**config.mk**
```make
export PLATFORM = sky130hd
export DESIGN_NAME = priority_arbiter_4req
export DESIGN_NICKNAME = d
export VERILOG_FILES = /design/src/rtl/priority_arbiter_4req.sv
export SDC_FILE = /design/constraint.sdc
export NUM_CORES = 1
export LEC_CHECK = 0
export BUFFER_PORTS_ARGS = -buffer_cell sky130_fd_sc_hd__buf_2
export CAP_MARGIN = 25
export CELL_PAD_IN_SITES_DETAIL_PLACEMENT = 2
export CELL_PAD_IN_SITES_GLOBAL_PLACEMENT = 2
export CORE_MARGIN = 1.5
export CORE_UTILIZATION = 36
export CTS_BUF_LIST = sky130_fd_sc_hd__clkbuf_4 sky130_fd_sc_hd__clkbuf_8
export CTS_CLUSTER_SIZE = 28
export DETAILED_ROUTE_END_ITERATION = 16
export PLACE_DENSITY_LB_ADDON = 0.1
export RECOVER_POWER = 100
export SYNTH_ARGS = -nofsm -noshare
export SYNTH_HDL_FRONTEND = slang
export SYNTH_SLANG_ARGS = --single-unit
export TNS_END_PERCENT = 5
```
**constraint.sdc**
```tcl
create_clock -name clk -period 1.85 [get_ports clk]
set_input_delay 0.185 -clock clk [delete_from_list [all_inputs] [get_ports clk]]
set_output_delay 0.185 -clock clk [all_outputs]
set_load 0.02 [all_outputs]
```
**src/rtl/priority_arbiter_4req.sv**
```systemverilog
// -----------------------------------------------------------------------------
// priority_arbiter_4req
//   Shares one resource among four requesters. In IDLE the highest-priority
//   requester wins and gets the grant one clock later. The owner keeps the
//   grant while it keeps requesting, for at most MAX_HOLD consecutive cycles.
//   When the owner drops its request or reaches its hold limit, the grant goes
//   straight to the next eligible requester with no idle cycle in between. If
//   nobody else is requesting, the arbiter returns to IDLE.
//
//   Build option: define ROUND_ROBIN_EN for rotating priority. The most recent
//   owner then becomes the lowest priority. Without it, priority is fixed at
//   3 > 2 > 1 > 0.
//
// Parameters
//   MAX_HOLD  maximum consecutive grant cycles per owner (2..255)
//
// Ports
//   clk      in   1  clock, rising edge
//   rst_n    in   1  asynchronous, active-low reset
//   req      in   4  request vector, bit i = requester i
//   gnt      out  4  registered one-hot grant, zero when idle
//   gnt_id   out  2  index of the current owner (meaningful while gnt_vld)
//   gnt_vld  out  1  any grant active (== |gnt)
//   expire   out  1  one-cycle pulse after a hold-limit release
// -----------------------------------------------------------------------------
module priority_arbiter_4req #(
  parameter int MAX_HOLD = 8
) (
  input  logic       clk,
  input  logic       rst_n,
  input  logic [3:0] req,
  output logic [3:0] gnt,
  output logic [1:0] gnt_id,
  output logic       gnt_vld,
  output logic       expire
);

  localparam int CNT_W = 8;
  localparam logic [CNT_W-1:0] HOLD_LAST = CNT_W'(MAX_HOLD - 1);

  typedef enum logic {
    IDLE  = 1'b0,
    GRANT = 1'b1
  } state_t;

  state_t           state_q, state_d;
  logic [3:0]       gnt_q, gnt_d;
  logic [1:0]       gnt_id_q, gnt_id_d;
  logic [CNT_W-1:0] hold_cnt_q, hold_cnt_d;
  logic             expire_q, expire_d;
`ifdef ROUND_ROBIN_EN
  logic [1:0]       last_id_q, last_id_d;
`endif

  logic [3:0] owner_oh;
  logic [3:0] elig;
  logic [1:0] win;
  logic       owner_req;
  logic       drop;
  logic       tmo;

`ifdef ROUND_ROBIN_EN
  // Search order is last-1, last-2, last-3, then last itself.
  // The scan runs from the lowest priority up, so the last hit wins.
  function automatic logic [1:0] pick(input logic [3:0] e, input logic [1:0] last);
    logic [1:0] w;
    logic [1:0] cand;
    w = 2'd0;
    for (int k = 4; k >= 1; k--) begin
      cand = last - 2'(k);
      if (e[cand]) w = cand;
    end
    return w;
  endfunction
`else
  // Fixed priority: the highest set index wins.
  function automatic logic [1:0] pick(input logic [3:0] e);
    logic [1:0] w;
    w = 2'd0;
    for (int k = 0; k < 4; k++) begin
      if (e[k]) w = 2'(k);
    end
    return w;
  endfunction
`endif

  // Decode the current owner into a one-hot mask.
  generate
    for (genvar gi = 0; gi < 4; gi++) begin : g_owner
      assign owner_oh[gi] = (gnt_id_q == 2'(gi));
    end
  endgenerate

  assign owner_req = |(req & owner_oh);
  assign drop      = !owner_req;
  assign tmo       = owner_req && (hold_cnt_q == HOLD_LAST);

  // In IDLE every requester is eligible. On a release, the outgoing owner is excluded.
  assign elig = (state_q == IDLE) ? req : (req & ~owner_oh);

`ifdef ROUND_ROBIN_EN
  assign win = pick(elig, last_id_q);
`else
  assign win = pick(elig);
`endif

  always_comb begin
    state_d    = state_q;
    gnt_d      = gnt_q;
    gnt_id_d   = gnt_id_q;
    hold_cnt_d = hold_cnt_q;
    expire_d   = 1'b0;
`ifdef ROUND_ROBIN_EN
    last_id_d  = last_id_q;
`endif
    case (state_q)
      IDLE: begin
        if (|req) begin
          state_d    = GRANT;
          gnt_d      = 4'b0001 << win;
          gnt_id_d   = win;
          hold_cnt_d = '0;
`ifdef ROUND_ROBIN_EN
          last_id_d  = win;
`endif
        end else begin
          gnt_d    = 4'b0000;
          gnt_id_d = 2'd0;
        end
      end
      GRANT: begin
        if (drop || tmo) begin
          // A drop takes precedence: expire pulses only for a real timeout.
          expire_d = tmo;
          if (|elig) begin
            gnt_d      = 4'b0001 << win;
            gnt_id_d   = win;
            hold_cnt_d = '0;
`ifdef ROUND_ROBIN_EN
            last_id_d  = win;
`endif
          end else begin
            state_d    = IDLE;
            gnt_d      = 4'b0000;
            gnt_id_d   = 2'd0;
            hold_cnt_d = '0;
          end
        end else if (hold_cnt_q != HOLD_LAST) begin
          hold_cnt_d = hold_cnt_q + 1'b1;
        end
      end
      default: begin
        state_d    = IDLE;
        gnt_d      = 4'b0000;
        gnt_id_d   = 2'd0;
        hold_cnt_d = '0;
      end
    endcase
  end

  always_ff @(posedge clk or negedge rst_n) begin
    if (!rst_n) begin
      state_q    <= IDLE;
      gnt_q      <= 4'b0000;
      gnt_id_q   <= 2'd0;
      hold_cnt_q <= '0;
      expire_q   <= 1'b0;
`ifdef ROUND_ROBIN_EN
      last_id_q  <= 2'd0;
`endif
    end else begin
      state_q    <= state_d;
      gnt_q      <= gnt_d;
      gnt_id_q   <= gnt_id_d;
      hold_cnt_q <= hold_cnt_d;
      expire_q   <= expire_d;
`ifdef ROUND_ROBIN_EN
      last_id_q  <= last_id_d;
`endif
    end
  end

  assign gnt     = gnt_q;
  assign gnt_id  = gnt_id_q;
  assign gnt_vld = |gnt_q;
  assign expire  = expire_q;

endmodule

```
==> summary.md, run 1 <==
Data on the critical path is required at its endpoint by 2040 ps. For this run, design rule violations remaining after detail routing come to 0. The run gives 1.92 mm as the placed wire-length estimate after detailed placement.

The starting utilization of the core area is 0.385, and the fraction of layout cells with a size suffix above 1 is 0.178. Height of the die: 54.9 um. The post-detailed-route wirelength per cell works out to 18.0 um. TritonCTS built the clock tree.

The number of nets in the synthesized netlist is 107. The level count of the clock H-tree came out at 1. Leaving out fill and tap cells, the most frequent cell in the layout is dfrtp_1. At the later pin of the worst-skew pair, clock insertion delay measures 300 ps. In this run the worst hold path is classified as input port to register. The clock net in this run drives a total of 16 sinks. The top cell type's share of synthesized area is 0.412. Setup repair after global routing left no endpoint under its margin. The share of synthesized flip-flops with an asynchronous set or reset is 1.00. Summed over all layers, the routed wires come to 2.66 mm. The sequential-to-total area share from yosys stat is 0.412.

In the synthesized netlist the dominant register cell turns out to be dfrtp_1. For the pin with the worst max-slew slack, the measured transition is 902 ps. In this run the static leakage power is 0.492 nW. The type of the setup path with the least slack is register to register. The area added between synthesis and finish was 13.5%; the placer congestion estimate was 0.701. VDD sags by at most 0.684 mV.

For the worst setup path, the data arrival time is 1920 ps. For this run, the detailed router's first-pass iteration total came to 3. The type of element capturing the critical path is a register. The element type at the critical path start was a register. The first routing iteration left 5 violations. The first global-routing pass estimated 4.39 mm of wire. 0 antenna diodes ended up in the layout. Across the whole layout, storage elements account for 402 um^2. For this run the aggregate overflow at the end of global routing stands at 0. The run gives 0.383 as the met2 track demand over resource in global routing. The maximum number of pins on one net before global-route repair is 17. For the boundary pin count, the log shows 14. The final number of setup-violating endpoints was 0.

The run gives 0 as the final hold violation count. In this run the clock root is driven by a clkbuf_4. The number of flops mapped to enable cells by yosys is 0, and the buffer levels on the longest clock path is 2.

The tool flagged a number of max-cap violations equal to 0. The met1 demand-to-capacity share in global routing is 0.241. The post-layout minimum cycle time was 1720 ps; the total of cells resized after clock tree synthesis was 0. For the initial antenna violation count, the log shows 0. Area of the die: 3020 um^2. Overall global routing resource usage: 0.209. The top cell types in the final layout, fill and taps aside, are dfrtp_1, nand2_1, clkbuf_1. The final layout contains 126 nets. Along the worst path, the maximum fanout reaches 12. The floorplan step set the die width to 54.9 um. The cell type with the largest total area after synthesis was dfrtp_1. The top achievable clock speed came out at 580 MHz. Averaged over all synthesized cells, the footprint is 9.71 um^2. For the detailed-route via count, the log shows 843.

The flow ran to the end, and the final reports show no timing, DRC or antenna violations. The run gives 0.399 as the worst slew margin relative to its limit. Using the TritonRoute via totals, the vias-per-cell ratio works out to 5.70.

The post-layout worst setup margin was 126 ps; the quantity of I/O buffers inserted on ports was 13. For this run, the number of Yosys warnings is 0. Clock skew on the completed layout was measured at 14.1 ps. Counting the buffers created by CTS gives 3. Dividing total power by cell area gives a power density of 1480 nW/um^2.

In this run the standard cell core region covers 2520 um^2. In this run the core area contains 18 standard-cell rows. Share of the clock period used by the worst path after layout: 0.932. The number of global-route vias before repair is 933, and the aggregate negative setup slack is 0 ps.

The layer flagged by global routing as most heavily used is met2. Synthesis produced a netlist whose cell count is 100. Number of slew-limit violations in the final report: 0. The number of different library cells used by synthesis comes to 41.

Synthesis inferred 16 register bits. In the post-synthesis netlist, the biggest area contributors are dfrtp_1, a31oi_1, nand2_1, buf_6, mux2i_1. Prior to clock tree synthesis, the placed netlist has a worst setup slack of 128 ps. The cell area after synthesis was 971 um^2; the clock transition at the registers of the reported paths was 110 ps. Once detail routing completed, the nets flagged for antenna violations numbered 0. The run gives 0.0376 as the met3 usage. The filler cells instantiated in the layout total 287. The multi-input combinational cells in the finished layout cover a total of 505 um^2.
## per-stage QoR
| stage | power (mW) | hold WS, ps | std cells | area [um^2] | utilization |
|---|---|---|---|---|---|
| 2_1_floorplan | 1.23 | -111 | 100 | 972 | - |
| 3_3_place_gp | 1.40 | 119 | 143 | 1070 | 0.426 |
| 3_5_place_dp | 1.44 | 127 | 143 | 1070 | 0.426 |
| 4_1_cts | 1.70 | 280 | 148 | 1120 | 0.444 |
| 5_1_grt | 1.77 | 305 | 148 | 1100 | 0.437 |
| 6_report | 1.63 | 286 | 148 | 1100 | 0.437 |
## cells by family (layout without fill, tap and decap cells)
| logic type | Yosys count | in the layout | synth area share |
|---|---|---|---|
| mux | 8 | 8 | 0.104 |
| buf+inv | 10 | 28 | 0.0631 |
| compound gates | 25 | 25 | 0.169 |
| fa+ha+maj | 1 | 1 | 0.0129 |
| xor+xnor | 1 | 1 | 0.00902 |
| flops | 16 | 16 | 0.412 |
| simple gates | 39 | 39 | 0.229 |
## synthesized netlist by cell type, drive strengths merged, types with 2 or more instances
cell type and instances:
mux2i 3, nand2 11, o22ai 2, o21ai 4, nor3 6, a31oi 7, clkbuf 2, buf 4
o211ai 2, nand4b 2, mux2 4, or4 2, nand3 4, dfrtp 16, and3 2, inv 4
nor2 3, a21oi 4
## power by group
part / switching [mW] / total, mW / internal [mW] / leakage [nW]
registers: 0.111 / 0.571 / 0.460 / 0.206
clock network: 0.123 / 0.243 / 0.120 / 0.0210
logic: 0.497 / 0.820 / 0.323 / 0.265
## critical path: stages, from the launching register on
cell     delay [ps]
dfrtp_2         390
mux4_2          540
and2_4          230
nand2_4         130
mux2_1          330
## state kept, by name, indices dropped and copies added (netlist names)
| signal | cells |
|---|---|
| hold_cnt_q | 8 |
| gnt | 4 |
| gnt_id | 2 |
| expire | 1 |
| state_q | 1 |
## timing repair
item                       CTS  global route
buffers inserted             0             0
hold endpoints to repair    16             0
hold buffers                 1             0
setup endpoints to repair    0             0
## cell type report
class                   instances  share of cell area
well taps                      30              0.0341
clock buffers                   4              0.0329
inverters                       4              0.0136
repair buffers                 20              0.0965
flip-flops and latches         16               0.364
multi-input cells              74               0.459
## worst paths after layout
kind | slack [ps] | to | cells past startpoint | from
setup / recovery | 130 | gnt[0]$_DFFE_PN0P_ | 4 | gnt_id[1]$_DFFE_PN0P_
hold / removal | 290 | hold_cnt_q[4]$_DFFE_PN0P_ | 3 | req[0]
setup reg to reg | 130 | gnt[0]$_DFFE_PN0P_ | 4 | gnt_id[1]$_DFFE_PN0P_
hold reg to reg | 530 | gnt[1]$_DFFE_PN0P_ | 1 | gnt[1]$_DFFE_PN0P_
max in group asynchronous | 710 | gnt_id[1]$_DFFE_PN0P_ | 2 | rst_n
min in group asynchronous | 520 | expire$_DFF_PN0_ | 2 | rst_n
## routing by layer
layer,wire (um),up-vias
met5,0,-
met4,34,0
met3,47,4
met2,1400,9
met1,1180,418
li1,-,412
Power figures use the tool's default switching activity.
==> run 2, diff against run 1 <==
--- a/config.mk
+++ b/config.mk
@@ -5,12 +5,13 @@
 export SDC_FILE = /design/constraint.sdc
 export NUM_CORES = 1
 export LEC_CHECK = 0
+export ABC_AREA = 1
 export BUFFER_PORTS_ARGS = -buffer_cell sky130_fd_sc_hd__buf_2
 export CAP_MARGIN = 25
 export CELL_PAD_IN_SITES_DETAIL_PLACEMENT = 2
 export CELL_PAD_IN_SITES_GLOBAL_PLACEMENT = 2
 export CORE_MARGIN = 1.5
-export CORE_UTILIZATION = 36
+export CORE_UTILIZATION = 32
 export CTS_BUF_LIST = sky130_fd_sc_hd__clkbuf_4 sky130_fd_sc_hd__clkbuf_8
 export CTS_CLUSTER_SIZE = 28
 export DETAILED_ROUTE_END_ITERATION = 16
==> constraint.sdc (replaced) <==
create_clock -name clk -period 1.65 [get_ports clk]
set_input_delay 0.165 -clock clk [delete_from_list [all_inputs] [get_ports clk]]
set_output_delay 0.165 -clock clk [all_outputs]
set_load 0.02 [all_outputs]
==> summary.md, run 2 <==
The run finished with clean final reports. Clock tree synthesis selected as its root buffer the cell clkbuf_4. The library cell used most frequently in the layout, excluding fill and tap cells, is nand2_1. Flip-flop count of the largest register after layout: 8.

The worst hold path begins at req[1]. The worst slew margin relative to its limit is 0.402. Data on the critical path is required at its endpoint by 1480 ps. In this run, synthesis produced a sequential element count of 16.

Setup violations remaining at the end of the flow were counted as 0. The mean number of vias per cell came out at 5.10. The signal on the critical path passes through or4_1 > buf_2. From bottom edge to top edge, the die measures 58.9 um. In this run the worst path has a maximum fanout of 3. The share of synthesized flip-flops with an asynchronous set or reset was 1.00; the post-route non-filler standard cell count was 197.

The core outline area was 3000 um^2. The tools report the first element of the critical path as gnt[1]$_DFFE_PN0P_. Internal power comes to 0.806 mW.

The total DRC errors in the routed layout was 0; the highest cell delay on the worst timing path was 520 ps. The filler cells instantiated in the layout total 378. The number of buffers inserted during clock tree synthesis was 3; the aggregate negative setup slack was 0 ps. Level count of the clock H-tree: 1. The post-synthesis area per instance came out at 6.75 um^2. Clock-pin slew was measured on the worst setup and hold paths at 80 ps. The placer congestion estimate was 0.783; the area of the die was 3470 um^2. Once detailed placement completed, the half-perimeter wirelength came to 2.20 mm. The logs give 20 for the DRC marker count from the first detailed-route iteration and 2.90 mm for the total detailed-routing wirelength. The final hold violation count is 0, and the antenna diode count is 0. The fraction of layout cells with a size suffix above 1 was 0.104. For the starting utilization of the core area, the log shows 0.333.

Hold is met by 304 ps. Sequential cell area: 400 um^2. The overall global routing resource usage was 0.202. The number of nets handed over by synthesis was 155. For the worst setup path, the data arrival time is 1370 ps. In this run the power spent charging and discharging nets is 0.817 mW. Max-cap violations in this run came to 0. During synthesis, Yosys emitted a total of 0 warnings. The worst path in the final design needs a cycle of 1530 ps, including I/O delays and setup. Clock latency at the later pin of the worst-skew pair: 290 ps. In this run the cell area of the synthesized design comes to 1000 um^2. The depth of the worst register-to-register path came out at 6. From synthesis to final layout, the design area changed by 12.8%.

Power spread over the standard cell area amounts to 1440 nW/um^2. Across the routed clock network, the largest skew measured is 10.9 ps. Number of global-route vias before repair: 1044. Static timing analysis puts the maximum clock frequency at 653 MHz. The first global-routing pass estimated 5.15 mm of wire. The biggest area contributor in the post-synthesis netlist is dfrtp_1. The net switching share of the total power works out to 0.503. The top cell types in the final layout, fill and taps aside, are nand2_1, nand3_1, inv_1. The number of slew-limit violations in the final report was 0. In the synthesized netlist the dominant register cell turns out to be dfrtp_1.

The logs give 0.616 nW for the leakage power summed over all cells and 0.379 for the proportion of power drawn by flip-flops and latches. The clock network power share is 0.128. In this run the post-CTS setup repair buffer count came out at 0. For the sequential-to-total area share from yosys stat, the log shows 0.401.

The routed layout has 1004 vias. The detail route stage leaves a number of antenna-violating nets equal to 0. The share of the clock period used by the worst path after layout was 0.928. For the initial antenna violation count, the log shows 0. The count of TritonRoute iterations in the first routing pass came out at 4. The unique cell type count in the Yosys netlist was 20; the x dimension of the die was 58.9 um. The library cell contributing the largest single delay on the critical path was or4_1.

The area used by multi-input combinational logic is 515 um^2. The count of nets after finishing was 173. The maximum number of pins on one net before global-route repair came out at 17. By area the synthesized netlist is led by dfrtp_1, nand2_1, nand3_1, inv_1, nor2_1. The depth of the worst hold-timing path came out at 5. The combinational cell fraction of total power was 0.493. Port buffering added 13 buffers. In this run the worst hold path is classified as input port to register. The most flop-heavy register was hold_cnt_q.

The clock passes through at most 2 buffers. STA classifies the critical path startpoint as a register. The number of clock sinks seen by CTS is 16. The critical path is of the register to primary output type. The synthesized design contains 0 enable-type register cells. The initialized floorplan defines 20 standard-cell rows.

Sorting the synthesized cells by how often they occur yields nand2_1, nand3_1, inv_1. The worst-case IR drop observed on VDD is 0.669 mV. The worst register-to-register path begins at hold_cnt_q[0]$_DFFE_PN0P_. In the final routed layout, each cell accounts on average for 14.7 um.

During I/O placement, the number of pins put on the boundary was 14. TritonCTS built the clock tree. Counting tap cells, the placed design contains a total of 193 instances.

The most frequent cell after synthesis is nand2_1. Top cell type's share of synthesized area: 0.401. For the pin with the worst max-slew slack, the measured transition is 898 ps. The type of element capturing the critical path was a primary output.

Summed over all layers, the global routing overflow is 0. The utilization of the core after routing was 0.375; the count of mapped cells out of synthesis was 148.
-- run 2: timing repair --
| action | 4_1_cts | 5_1_grt |
|---|---|---|
| hold buffers | 1 | 0 |
| endpoints found under the setup margin | 0 | 6 |
| hold endpoints to repair | 16 | 0 |
| gates resized for setup | 0 | 1 |
-- run 2: path summary, 6_finish.rpt --
kind / slack (ps) / end
max in group asynchronous: 590 / gnt[2]$_DFFE_PN0P_
max: 120 / gnt_vld
min reg2reg: 540 / hold_cnt_q[1]$_DFFE_PN0P_
min: 300 / gnt[1]$_DFFE_PN0P_
max reg2reg: 160 / gnt_id[1]$_DFFE_PN0P_
min in group asynchronous: 500 / expire$_DFF_PN0_
-- run 2: through the flow --
| stage | cell area, um^2 | total power [mW] | setup slack (ps) |
|---|---|---|---|
| 2_1_floorplan | 1000 | 1.20 | 327 |
| 3_3_place_gp | 1100 | 1.41 | 172 |
| 3_5_place_dp | 1100 | 1.43 | 115 |
| 4_1_cts | 1130 | 1.66 | 64.5 |
| 5_1_grt | 1130 | 1.79 | -0.107 |
| 6_report | 1130 | 1.62 | 118 |
-- run 2: power by group through the flow --
stage | clock network, mW | registers (mW) | logic, mW
6_report | 0.208 | 0.615 | 0.800
5_1_grt | 0.241 | 0.638 | 0.914
4_1_cts | 0.222 | 0.616 | 0.823
3_5_place_dp | 0 | 0.621 | 0.810
3_3_place_gp | 0 | 0.614 | 0.793
2_1_floorplan | 0 | 0.668 | 0.532
-- run 2: worst max-delay path: cells and delay by family (launching register included) --
family        cells  cell delay, ps
flops             1             400
buf+inv           1             170
simple gates      1             520
-- run 2: metal layers --
layer  vias to the layer above  track usage  share of wire
met4                         0       0.0877          0.019
met1                       488        0.273           0.49
met2                        12        0.313           0.47
li1                        500            -              -
met3                         4       0.0396          0.019
met5                         -            0              0
-- run 2: cells by family (layout without fill, tap and decap cells) --
logic type                 after synthesis  count (layout)  synth area share
DFF                                     16              16             0.400
AOI/OAI and AO/OA                        4               4            0.0200
buffers and inverters                   21              37            0.0889
and+or+nand+nor                        106             106             0.478
adders and majority gates                1               1            0.0125
-- run 2: final cells by class --
type,count,area share
inverters,18,0.0599
multi-input cells,111,0.457
well taps,33,0.0366
clock buffers,3,0.0200
flip-flops and latches,16,0.355
repair buffers,16,0.0710
==> run 3, diff against run 2 <==
--- a/config.mk
+++ b/config.mk
@@ -17,6 +17,8 @@
 export DETAILED_ROUTE_END_ITERATION = 16
 export PLACE_DENSITY_LB_ADDON = 0.1
 export RECOVER_POWER = 100
+export REMOVE_ABC_BUFFERS = 1
+export SLEW_MARGIN = 20
 export SYNTH_ARGS = -nofsm -noshare
 export SYNTH_HDL_FRONTEND = slang
 export SYNTH_SLANG_ARGS = --single-unit
==> summary.md, run 3 (synthesized netlist as in run 2, its figures left out) <==
The flow ran to the end, and the final reports show no timing, DRC or antenna violations. In the final layout, flip-flops and latches occupy 400 um^2. The x dimension of the die was 58.9 um. The overall global routing resource usage came out at 0.197. Worst hold path class: input port to register.

STA classifies the critical path endpoint as a primary output. The clock network power share is 0.125, and the aggregate negative setup slack is 0 ps. The run gives 0.489 as the combinational cell fraction of total power.

The areal power density over the cells was 1430 nW/um^2; the slew at the pin closest to its max-slew limit was 926 ps. For the internal cell power, the log shows 0.814 mW. The setup path with the least slack is of type register to primary output.

The first element of the critical path was gnt[1]$_DFFE_PN0P_. The layer carrying the most global-route usage is met2. The logs give 0 for the total DRC errors in the routed layout and 2 for the buffer levels on the longest clock path. The floorplan step set the die height to 58.9 um. The mean number of vias per cell is 5.27, and the met2 track demand over resource in global routing is 0.351. The clock transition at the registers of the reported paths is 90 ps, and the global-route wire length before repair is 5.08 mm. The tools report the initial antenna violation count as 0. Setup repair after global routing could not meet its margin everywhere.

For the placer congestion estimate, the log shows 0.781. The area added between synthesis and finish came out at 14.0%. The count of antenna-violating nets left after detailed routing is 0. The post-detailed-route wirelength per cell came out at 14.9 um.

The library cell used most frequently in the layout, excluding fill and tap cells, is nand2_1. Startpoint of the most critical hold path: req[3]. Entering global routing, the biggest net connects 17 pins.

The starting utilization of the core area is 0.333, and the power consumption is 1.63 mW. Once detailed placement completed, the half-perimeter wirelength came to 2.30 mm. Counting every sink on the clock net gives 16. The routed design has 2.95 mm of wire. The proportion of power drawn by flip-flops and latches is 0.386. The run gives 0.614 mV as the maximum vdd drop. The final hold violation count is 0, and the top achievable clock speed is 642 MHz. The tools report the met3 usage as 0.0264. The share of the clock period used by the worst path after layout works out to 0.943.

The tools report the area of the die as 3470 um^2. The data required time of the worst path was 1480 ps; the met1 demand-to-capacity share in global routing was 0.249. The net switching share of the total power was 0.500; the antenna diode count was 0.

The run gives 2.29 ps as the clock skew. The tools report the worst slew margin relative to its limit as 0.383. In this run the critical register-to-register path is launched from gnt_id[0]$_DFFE_PN0P_.

The multi-input combinational cells in the finished layout cover a total of 518 um^2. The tree is rooted in a clkbuf_4. The net count of the finished layout is 174. The final-layout fill cell count is 369.

Max-cap violations in this run came to 0. The count of buffers added on input and output ports is 13. The clock latency at the later pin of the worst-skew pair is 280 ps. For this design the top-level I/O count stands at 14. The number of buffers added for setup after CTS was 0.

The detailed-route via count was 1044. The level count of the clock H-tree is 1. The run gives 20 as the number of cell rows.

For the leftover overflow at the end of global routing, the log shows 0. The DRC marker count from the first detailed-route iteration was 35; the maximum net fanout on the critical path was 3. For the final number of setup-violating endpoints, the log shows 0.

At the worst endpoint, the arrival time is 1390 ps. The count of TritonRoute iterations in the first routing pass was 4; the number of slew-limit violations in the final report was 0. Net load switching power: 0.814 mW.

TritonCTS built the clock tree. The leakage power summed over all cells was 0.625 nW. The register with the most flip-flops in the layout has 8 of them. The element type at the critical path start was a register.

The number of global-route vias before repair came out at 1079. Clock tree synthesis inserted a total of 3 buffers. The core region is 3000 um^2. The fraction of layout cells with a size suffix above 1 came out at 0.127. In the layout the commonest cells are nand2_1, nand3_1, inv_1. Counting I/O delays and the setup requirement, the final critical path takes 1560 ps.

hold_cnt_q holds more flip-flops than any other register.
==> run 3: cell types whose count changed in the layout (fill, tap and decap cells not counted), sizes merged <==
cell	before	now
clkbuf	11	10
buf	7	9
==> run 3: timing repair <==
item / 4_1_cts / 5_1_grt
resized for setup: 0 / 2
hold endpoints to repair: 16 / 0
hold buffers: 1 / 0
setup endpoints to repair: 0 / 8
==> run 3: path summary, 6_finish.rpt <==
path | to | slack (ps) | cells past startpoint
max reg2reg | gnt_id[0]$_DFFE_PN0P_ | 180 | 7
max in group asynchronous | hold_cnt_q[2]$_DFFE_PN0P_ | 550 | 2
min in group asynchronous | gnt[2]$_DFFE_PN0P_ | 540 | 2
min reg2reg | hold_cnt_q[1]$_DFFE_PN0P_ | 550 | 2
min | gnt_id[0]$_DFFE_PN0P_ | 310 | 5
max | gnt_vld | 90 | 2
==> run 3: critical path, stage by stage (launching register included) <==
cell and delay [ps]:
dfrtp_1 410, or4_1 530, clkbuf_2 170
==> run 3: area by class of cell <==
type,count,area share
multi-input combinational,111,0.454
clock buffer,3,0.0198
tap,33,0.0362
inverter,18,0.0593
timing repair buffer,17,0.0790
sequential,16,0.351
==> run 3: metrics by stage <==
| stage | utilization | instance area [um^2] | setup slack (ps) | instances | hold slack [ps] |
|---|---|---|---|---|---|
| global placement | 0.369 | 1110 | 145 | 194 | 106 |
| detailed placement | 0.369 | 1110 | 90.6 | 194 | 117 |
| CTS | 0.380 | 1140 | 69.8 | 198 | 306 |
| global route | 0.380 | 1140 | -4.00 | 198 | 350 |
| floorplan | - | 978 | 347 | 145 | -131 |
| finish | 0.380 | 1140 | 93.2 | 198 | 308 |
==> run 3: metal layers <==
metal,part of all wire,up-vias
li1,-,502
met1,0.45,529
met2,0.53,11
met3,0.019,2
met4,0.0064,0
met5,0,-
==> run 3: power groups by stage <==
stage          Clock (mW)  Sequential (mW)  Combinational, mW
2_1_floorplan           0            0.693              0.456
3_3_place_gp            0            0.621              0.779
3_5_place_dp            0            0.631              0.813
4_1_cts             0.217            0.627              0.820
5_1_grt             0.239            0.654              0.910
6_report            0.204            0.628              0.796
